==> src/rtl/sap1_pkg.sv <==
// Shared SAP-1 definitions: RAM geometry, loader frame-start byte and loader FSM states.
package sap1_pkg;

  localparam int unsigned RAM_DEPTH_DEF = 16;
  localparam int unsigned WIDTH_DEF     = 8;
  localparam logic [7:0]  SYNC_DEF      = 8'hA5;

  // Shared with the RAM so both sides agree on the address width.
  function automatic int unsigned addr_width(input int unsigned depth);
    return (depth <= 1) ? 1 : $clog2(depth);
  endfunction

  typedef enum logic [2:0] {
    LD_IDLE,
    LD_CNT,
    LD_ADDR,
    LD_DATA,
    LD_CSUM,
    LD_CHECK
  } ld_state_e;

endpackage

==> src/rtl/ram_loader.sv <==
// Program RAM front-end: passes CPU accesses through when idle, otherwise writes a
// framed, checksummed byte stream into consecutive RAM words while holding the CPU.
module ram_loader
  import sap1_pkg::*;
#(
  parameter int unsigned RAM_DEPTH = RAM_DEPTH_DEF,
  parameter int unsigned WIDTH     = WIDTH_DEF,
  parameter logic [7:0]  SYNC      = SYNC_DEF,
  localparam int unsigned ADDR_WIDTH = addr_width(RAM_DEPTH)
) (
  input  logic                  mclk,
  input  logic                  i_rst_n,
  input  logic                  mclk_en,
  input  logic                  i_valid,
  input  logic [WIDTH-1:0]      i_data,
  output logic                  o_ready,
  input  logic [ADDR_WIDTH-1:0] i_cpu_address,
  input  logic                  i_cpu_load_enable,
  input  logic [WIDTH-1:0]      i_cpu_load_data,
  output logic [ADDR_WIDTH-1:0] o_address,
  output logic                  o_load_enable,
  output logic [WIDTH-1:0]      o_load_data,
  output logic                  o_cpu_hold,
  output logic                  o_done,
  output logic                  o_error
);

  ld_state_e             state_q, state_d;
  logic [WIDTH-1:0]      cnt_q, cnt_d;
  logic [ADDR_WIDTH-1:0] addr_q, addr_d;
  logic [WIDTH-1:0]      sum_q, sum_d;
  logic                  ok_q, ok_d;
  logic                  hold_q, hold_d;
  logic                  done_q, done_d;
  logic                  error_q, error_d;
  logic                  we_q, we_d;
  logic [ADDR_WIDTH-1:0] waddr_q, waddr_d;
  logic [WIDTH-1:0]      wdata_q, wdata_d;
  logic                  accept;
  logic [WIDTH-1:0]      sum_next;

  assign o_ready  = (state_q != LD_CHECK);
  assign accept   = i_valid && o_ready;
  assign sum_next = WIDTH'(sum_q + i_data);

  always_comb begin
    state_d = state_q;
    cnt_d   = cnt_q;
    addr_d  = addr_q;
    sum_d   = sum_q;
    ok_d    = ok_q;
    hold_d  = hold_q;
    done_d  = 1'b0;
    error_d = error_q;
    we_d    = 1'b0;
    waddr_d = waddr_q;
    wdata_d = wdata_q;
    unique case (state_q)
      LD_IDLE: if (accept && i_data == SYNC) begin
        state_d = LD_CNT;
        error_d = 1'b0;
        hold_d  = 1'b1;
      end
      LD_CNT: if (accept) begin
        if (i_data == '0) begin
          state_d = LD_IDLE;
          error_d = 1'b1;
          hold_d  = 1'b0;
        end else begin
          cnt_d   = i_data;
          state_d = LD_ADDR;
        end
      end
      LD_ADDR: if (accept) begin
        addr_d  = i_data[ADDR_WIDTH-1:0];
        sum_d   = '0;
        state_d = LD_DATA;
      end
      // Write port is registered: the word accepted now is written on the next beat.
      LD_DATA: if (accept) begin
        we_d    = 1'b1;
        waddr_d = addr_q;
        wdata_d = i_data;
        addr_d  = (addr_q == ADDR_WIDTH'(RAM_DEPTH - 1)) ? '0 : ADDR_WIDTH'(addr_q + 1'b1);
        sum_d   = sum_next;
        cnt_d   = WIDTH'(cnt_q - 1'b1);
        if (cnt_q == WIDTH'(1)) state_d = LD_CSUM;
      end
      LD_CSUM: if (accept) begin
        ok_d    = (sum_next == '0);
        state_d = LD_CHECK;
      end
      LD_CHECK: begin
        done_d  = ok_q;
        error_d = error_q | ~ok_q;
        hold_d  = 1'b0;
        state_d = LD_IDLE;
      end
      default: state_d = LD_IDLE;
    endcase
  end

  always_ff @(posedge mclk or negedge i_rst_n) begin
    if (!i_rst_n) begin
      state_q <= LD_IDLE;
      cnt_q   <= '0;
      addr_q  <= '0;
      sum_q   <= '0;
      ok_q    <= 1'b0;
      hold_q  <= 1'b0;
      done_q  <= 1'b0;
      error_q <= 1'b0;
      we_q    <= 1'b0;
      waddr_q <= '0;
      wdata_q <= '0;
    end else if (mclk_en) begin
      state_q <= state_d;
      cnt_q   <= cnt_d;
      addr_q  <= addr_d;
      sum_q   <= sum_d;
      ok_q    <= ok_d;
      hold_q  <= hold_d;
      done_q  <= done_d;
      error_q <= error_d;
      we_q    <= we_d;
      waddr_q <= waddr_d;
      wdata_q <= wdata_d;
    end
  end

  always_comb begin
    if (hold_q) begin
      o_address     = waddr_q;
      o_load_enable = we_q;
      o_load_data   = wdata_q;
    end else begin
      o_address     = i_cpu_address;
      o_load_enable = i_cpu_load_enable;
      o_load_data   = i_cpu_load_data;
    end
  end

  assign o_cpu_hold = hold_q;
  assign o_done     = done_q;
  assign o_error    = error_q;

endmodule

==> config.mk <==
export PLATFORM = sky130hd
export DESIGN_NAME = ram_loader
export DESIGN_NICKNAME = d
export VERILOG_FILES = /design/src/rtl/sap1_pkg.sv /design/src/rtl/ram_loader.sv
export SDC_FILE = /design/constraint.sdc
export NUM_CORES = 1
export LEC_CHECK = 0
export BUFFER_PORTS_ARGS = -buffer_cell sky130_fd_sc_hd__buf_4
export CORE_MARGIN = 2
export CORE_UTILIZATION = 40
export CTS_CLUSTER_SIZE = 28
export DETAILED_ROUTE_END_ITERATION = 12
export GPL_TIMING_DRIVEN = 0
export HOLD_SLACK_MARGIN = 0.1
export SYNTH_ARGS = -nofsm -noshare
export SYNTH_HDL_FRONTEND = slang
export SYNTH_SLANG_ARGS = --single-unit
==> constraint.sdc <==
create_clock -name mclk -period 3.3 [get_ports mclk]
set_clock_uncertainty 0.15 [all_clocks]
set_input_delay 0.33 -clock mclk [delete_from_list [all_inputs] [get_ports mclk]]
set_output_delay 0.33 -clock mclk [all_outputs]
set_load 0.05 [all_outputs]
==> results.json, run 1 <==
{
  "internal_power_summed_over_all_cells_mw": 1.51,
  "worstReg2RegEnd": "ok_q$_DFFE_PN0P_",
  "clk_pin_slew_ns": 0.08,
  "drv_cap": 0,
  "ctsLongestPathBuffers": 2,
  "cts.repair.resized": 0,
  "fin_ws_ns": 0.804,
  "power.ir.vdd_worst_uv": 496,
  "first_global_vias": 1877,
  "tritoncts.num_buffers": 5,
  "crit-reg2reg-launch": "sum_q[0]$_DFFE_PN0P_",
  "synthDominantCellAreaShare_pct": 41.7,
  "routabilityCongestion": 0.874,
  "tritoncts": "yes",
  "run_status": "finished, final reports clean",
  "floorplan_core_area_um2": 5850,
  "antenna_cells": 0,
  "cp.arrival_ns": 2.54,
  "post_synth.cell_area_avg_um2": 10.0,
  "hp-class": "input port to flip-flop",
  "dp_hpwl_um": 4240,
  "clock_sinks": 40,
  "crit_required_ns": 3.35,
  "yosys_most_used_dff": "dfrtp_1",
  "detail_route.wirelength_um": 5740,
  "vias": 2042,
  "syn_to_final_growth_pct": 21.6,
  "worst_r2r_path_depth": 6,
  "root_buffer": "clkbuf_8",
  "hold_violation_count_in_the_final_report": 0,
  "synth-async-reset-ratio_pct": 100,
  "syn_nets": 276,
  "finalCritPeriodShare_pct": 75.6,
  "grt_pass1_wl_um": 9490,
  "io-pin-count": 42,
  "fin_tns_setup_ns": 0,
  "fin_crit_ns": 2.50,
  "drive_above_1_share_pct": 27.9,
  "dieHeight_um": 81.5,
  "drt-wirelength-per-cell_um": 15.7,
  "grtUsageTotal_pct": 18.6,
  "ys_top_cells_by_area": "dfrtp_1 42%, mux2_2 12%, o21ai_0 5.4%",
  "final_stage_net_count": 325,
  "ys.warnings.count": 0,
  "io_buffers": 41,
  "grt_setup_unrepaired": "no",
  "syn-cell-area_um2": 2400,
  "timing.critical_path.to": "ok_q$_DFFE_PN0P_",
  "startpoint": "sum_q[0]$_DFFE_PN0P_",
  "synth_largest_area_cell": "dfrtp_1",
  "most_common_cell_after_layout_fill_and_taps_aside": "buf_4",
  "grt_overflow_total": 0,
  "final_report_max_slew_violation_count": 0,
  "leakagePower_nw": 1.31,
  "worstHoldStart": "mclk_en",
  "synth.ff_latch_count": 40,
  "detail_route.iter0.violations": 129,
  "layout.core_utilization_pct": 49.9,
  "power_frac_seq_pct": 31.6,
  "insertion_delay_ns": 0.29,
  "dpl_worst_slack_ns": 0.697,
  "cp_max_fo": 3,
  "power_density_over_the_cells_nw_per_um2": 937,
  "viasPerCell": 5.59,
  "setup_viol": 0,
  "start_util_pct": 41.0,
  "synth-edff-count": 0,
  "clock_power_share_pct": 14.3,
  "post-route-cell-area_um2": 2920,
  "die_area_um2": 6630,
  "worstSetupStartpointType": "flip-flop",
  "max_slew.worst_pin.slew_ns": 0.549,
  "floorplan.rows": 28,
  "slew_headroom_pct": 63.4,
  "first_pass_iters": 4,
  "power.switching_mw": 1.22,
  "critical_path_class": "flip-flop to flip-flop",
  "timing.fmax_ghz": 0.401,
  "r2r_slack_ns": 0.80,
  "sw_frac_of_total_pct": 44.7,
  "synthesized_instance_count": 240,
  "initial_antenna_violation_count": 0,
  "htree_levels": 2,
  "synth.lib_cells_used.distinct": 50,
  "worstSetupEndpointType": "flip-flop",
  "grt_max_degree": 41,
  "layout.cells.most_common_list": "41 x buf_4, 40 x dfrtp_1, 26 x o21ai_0",
  "combPwrFrac_pct": 54.1,
  "seq_area_frac_synth_pct": 41.7,
  "drc": 0,
  "die-width_um": 81.5,
  "number_of_antenna_violating_nets_in_the_routed_design": 0,
  "placedInstanceArea_um2": 2800
}
-- stage by stage --
| step | std cells | hold slack (ns) | total power, mW |
|---|---|---|---|
| floorplan | 240 | -0.116 | 1.96 |
| global placement | 356 | 0.200 | 2.33 |
| detailed placement | 356 | 0.197 | 2.35 |
| CTS | 365 | 0.132 | 2.75 |
| global route | 365 | 0.140 | 2.96 |
| finish | 365 | 0.140 | 2.73 |
-- flip-flops by register name (all words and copies together), names as in the netlist --
signal	cells
cnt_q	8
sum_q	8
wdata_q	8
addr_q	4
waddr_q	4
state_q	3
o_cpu_hold	1
o_done	1
o_error	1
ok_q	1
we_q	1
-- timing repair --
action / in CTS / in global routing
hold buffers: 1 / 0
endpoints found under the setup margin: 0 / 0
setup buffers: 0 / 0
hold endpoints to repair: 40 / 0
-- cell type report --
type | count | area [um2]
multi-input cells | 180 | 1320
inverters | 11 | 41.3
flip-flops and latches | 40 | 1000
fillers | 564 | 2930
clock buffers | 6 | 72.6
repair buffers | 42 | 318
well taps | 75 | 93.8
plain buffers | 9 | 36.3
clock inverters | 2 | 35.0
-- power by group through the flow --
stage	logic (mW)	registers [mW]	clock network (mW)
after floorplan	1.10	0.862	0
after global placement	1.46	0.863	0
after detailed placement	1.48	0.869	0
after CTS	1.49	0.862	0.402
after global routing	1.64	0.894	0.424
final	1.48	0.864	0.392
-- cell families after synthesis --
kind of cell / share of synthesized area [%]
AND/OR/NAND/NOR: 13.4
XOR/XNOR: 1.46
adder cells (fa/ha/maj): 6.47
buffers and inverters: 3.23
flip-flops: 41.7
AO/OA/AOI/OAI: 21.6
multiplexers: 12.1
-- layer usage --
layer	vias up	track usage (%)	wire length (um)
met5	-	0	0
met1	974	26.5	2780
met4	0	6.27	67
met3	6	3.41	235
li1	1014	-	-
met2	48	28.4	2660
-- cells in the mapped netlist (2+ instances only) --
cell type / count
a211oi_1: 3
a21o_1: 2
a21oi_1: 15
a22o_1: 9
a22oi_1: 3
a311oi_1: 2
and3_1: 2
buf_2: 2
clkbuf_1: 7
dfrtp_1: 40
ha_1: 10
inv_1: 11
mux2_2: 25
nand2_1: 13
nand2b_1: 3
nand3_1: 2
nand3b_1: 2
nand4_1: 3
nor2_1: 12
nor2b_1: 2
nor3_1: 3
nor3b_1: 3
nor4_1: 4
o211ai_1: 3
o21ai_0: 26
o22ai_1: 2
o31ai_1: 4
or3_1: 2
or4_1: 2
xnor2_1: 2
xor2_1: 2
-- worst min path at each step --
stage	slack, ns	to	depth (start not counted)
finish	0.14	o_done$_DFFE_PN0P_	2
global route	0.14	we_q$_DFFE_PN0P_	2
detailed placement	0.20	cnt_q[5]$_DFFE_PN0P_	1
global placement	0.20	cnt_q[5]$_DFFE_PN0P_	1
floorplan	-0.12	addr_q[0]$_DFFE_PN0P_	0
CTS	0.13	o_done$_DFFE_PN0P_	2
-- worst max-delay path, stage by stage (launching register included) --
cell and delay [ns]:
dfrtp_1 0.39, ha_1 0.23, fa_1 0.43, xor2_1 0.20, or4_1 0.41, or3_1 0.39, o31ai_2 0.21
Note: power is estimated with default switching activity, not from simulation.
==> run 2: changes to the inputs <==
==> constraint.sdc (replaced) <==
create_clock -name mclk -period 2.55 [get_ports mclk]
set_clock_uncertainty 0.15 [all_clocks]
set_input_delay 0.255 -clock mclk [delete_from_list [all_inputs] [get_ports mclk]]
set_output_delay 0.255 -clock mclk [all_outputs]
set_load 0.05 [all_outputs]
==> run 2 against run 1 <==
Design area rose by 0.60%. Sequential share of layout area fell by 0.20 points. Critical path depth did not move. Critical endpoint unchanged.
==> results.json, run 2 (synthesis gave the netlist of run 1 again) <==
{
  "detail_route.wirelength_um": 5770,
  "area_of_the_multi_input_gates_um2": 1330,
  "detail_route.iter0.violations": 134,
  "crit_path_max_incr_delay_ns": 0.41,
  "worstHoldPathCells": 2,
  "worstHoldStart": "i_data[6]",
  "number_of_antenna_violating_nets_in_the_routed_design": 0,
  "leakagePower_nw": 1.31,
  "htree_levels": 2,
  "cell_total_after_placement": 356,
  "timing.fmax_ghz": 0.410,
  "io_buffers": 41,
  "tritoncts.num_buffers": 5,
  "max_slew.worst_pin.slew_ns": 0.549,
  "grt_pass1_wl_um": 9490,
  "critPathSlowestCell": "or4_1",
  "grtUsageTotal_pct": 18.6,
  "most_common_cell_after_layout_fill_and_taps_aside": "buf_4",
  "crit_required_ns": 2.60,
  "grt_max_degree": 41,
  "slew_headroom_pct": 63.4,
  "initial_antenna_violation_count": 0,
  "power_density_over_the_cells_nw_per_um2": 1210,
  "worstSetupStartpointType": "flip-flop",
  "layout.cells.most_common_list": "41 x buf_4, 40 x dfrtp_1, 26 x o21ai_0",
  "die_area_um2": 6630,
  "cp.arrival_ns": 2.49,
  "tritoncts": "yes",
  "reg_top3": "cnt_q (8), sum_q (8), wdata_q (8)",
  "first_pass_iters": 4,
  "final_report_max_slew_violation_count": 0,
  "drt-wirelength-per-cell_um": 15.8,
  "floorplan_core_area_um2": 5850,
  "syn_to_final_growth_pct": 22.4,
  "layoutNonFillerInstCount": 366,
  "clock_sinks": 40,
  "area_taken_by_flip_flops_and_latches_um2": 1000,
  "hp-class": "input port to flip-flop",
  "worstReg2RegEnd": "ok_q$_DFFE_PN0P_",
  "clk_pin_slew_ns": 0.07,
  "vias": 2052,
  "drc": 0,
  "dieHeight_um": 81.5,
  "whs_endpoint": "wdata_q[6]$_DFFE_PN0P_",
  "fin_crit_ns": 2.44,
  "crit-reg2reg-launch": "sum_q[0]$_DFFE_PN0P_",
  "dp_hpwl_um": 4240,
  "antenna_cells": 0,
  "critical_path.cell_chain": "ha_1 > fa_2 > xor2_1 > or4_1 > or3_1 > o31ai_2",
  "finalCritPeriodShare_pct": 95.7,
  "cp_max_fo": 3,
  "run_status": "finished, final reports clean",
  "fillCellCount": 561,
  "cts_post_setup_buffers_inserted": 0,
  "die-width_um": 81.5,
  "fin_ws_ns": 0.109,
  "critical_path_class": "flip-flop to flip-flop",
  "crit_buf_inv": 0,
  "worstSetupEndpointType": "flip-flop",
  "start_util_pct": 41.0,
  "io-pin-count": 42,
  "setup_viol": 0,
  "fin_tns_setup_ns": 0,
  "worst_r2r_path_depth": 6,
  "ctsLongestPathBuffers": 2,
  "drv_cap": 0,
  "insertion_delay_ns": 0.29,
  "dpl_worst_slack_ns": 0.0222,
  "grt_overflow_total": 0,
  "floorplan.rows": 28,
  "layout.core_utilization_pct": 50.2,
  "first_global_vias": 1877,
  "post-layout-total-power_mw": 3.55,
  "cpLargestDelayFamily": "simple AND/OR/NAND/NOR gates",
  "routabilityCongestion": 0.874,
  "viasPerCell": 5.61,
  "power.ir.vdd_worst_uv": 642,
  "worstSetupPathDepth": 6,
  "hold_violation_count_in_the_final_report": 0,
  "r2r_slack_ns": 0.11,
  "root_buffer": "clkbuf_8",
  "final_stage_net_count": 326,
  "grt_setup_unrepaired": "no",
  "drive_above_1_share_pct": 28.5
}
==> run 2: cell count changes in the layout (fill, tap and decap cells not counted), sizes merged <==
cell	previous run	this run
dlygate4sd3	1	2
==> run 2: final cells by class <==
| class | count | area share [%] |
|---|---|---|
| Multi-Input combinational cell | 180 | 45.2 |
| Sequential cell | 40 | 34.1 |
| Timing Repair Buffer | 43 | 11.2 |
| Tap cell | 75 | 3.20 |
| Clock buffer | 6 | 2.47 |
| Inverter | 11 | 1.41 |
| Buffer | 9 | 1.24 |
| Clock inverter | 2 | 1.19 |
==> run 2: what timing repair did <==
action,4_1_cts,5_1_grt
hold buffers,2,0
endpoints found under the setup margin,0,1
gates resized for setup,0,2
endpoints found under the hold margin,42,0
==> run 2: how the worst max path moves through the flow <==
stage	from	to
after CTS	sum_q[0]$_DFFE_PN0P_	ok_q$_DFFE_PN0P_
after detailed placement	i_data[0]	ok_q$_DFFE_PN0P_
after global placement	i_data[0]	ok_q$_DFFE_PN0P_
after global routing	sum_q[0]$_DFFE_PN0P_	ok_q$_DFFE_PN0P_
final	sum_q[0]$_DFFE_PN0P_	ok_q$_DFFE_PN0P_
after floorplan	sum_q[0]$_DFFE_PN0P_	ok_q$_DFFE_PN0P_
==> run 2: layer usage <==
metal	track usage [%]	wire [um]	vias to the layer above
li1	-	-	1015
met3	3.41	232	6
met5	0	0	-
met1	26.5	2790	981
met4	6.27	62	0
met2	28.4	2690	50
==> run 2: power breakdown <==
group          total [mW]  switching (mW)  internal, mW
Sequential           1.12           0.222         0.897
Clock               0.506           0.216         0.291
Combinational        1.92            1.15         0.775
==> run 2: worst reg2reg max path: stages (launching register included) <==
cell and delay (ns):
dfrtp_1 0.39, ha_1 0.24, fa_2 0.38, xor2_1 0.19, or4_1 0.41, or3_1 0.39
o31ai_2 0.21
==> run 2: per-stage QoR <==
stage	hold WS (ns)	cell area [um2]
floorplan	-0.191	2400
finish	0.116	2940
global placement	0.125	2800
CTS	0.108	2930
global route	0.108	2940
detailed placement	0.122	2800
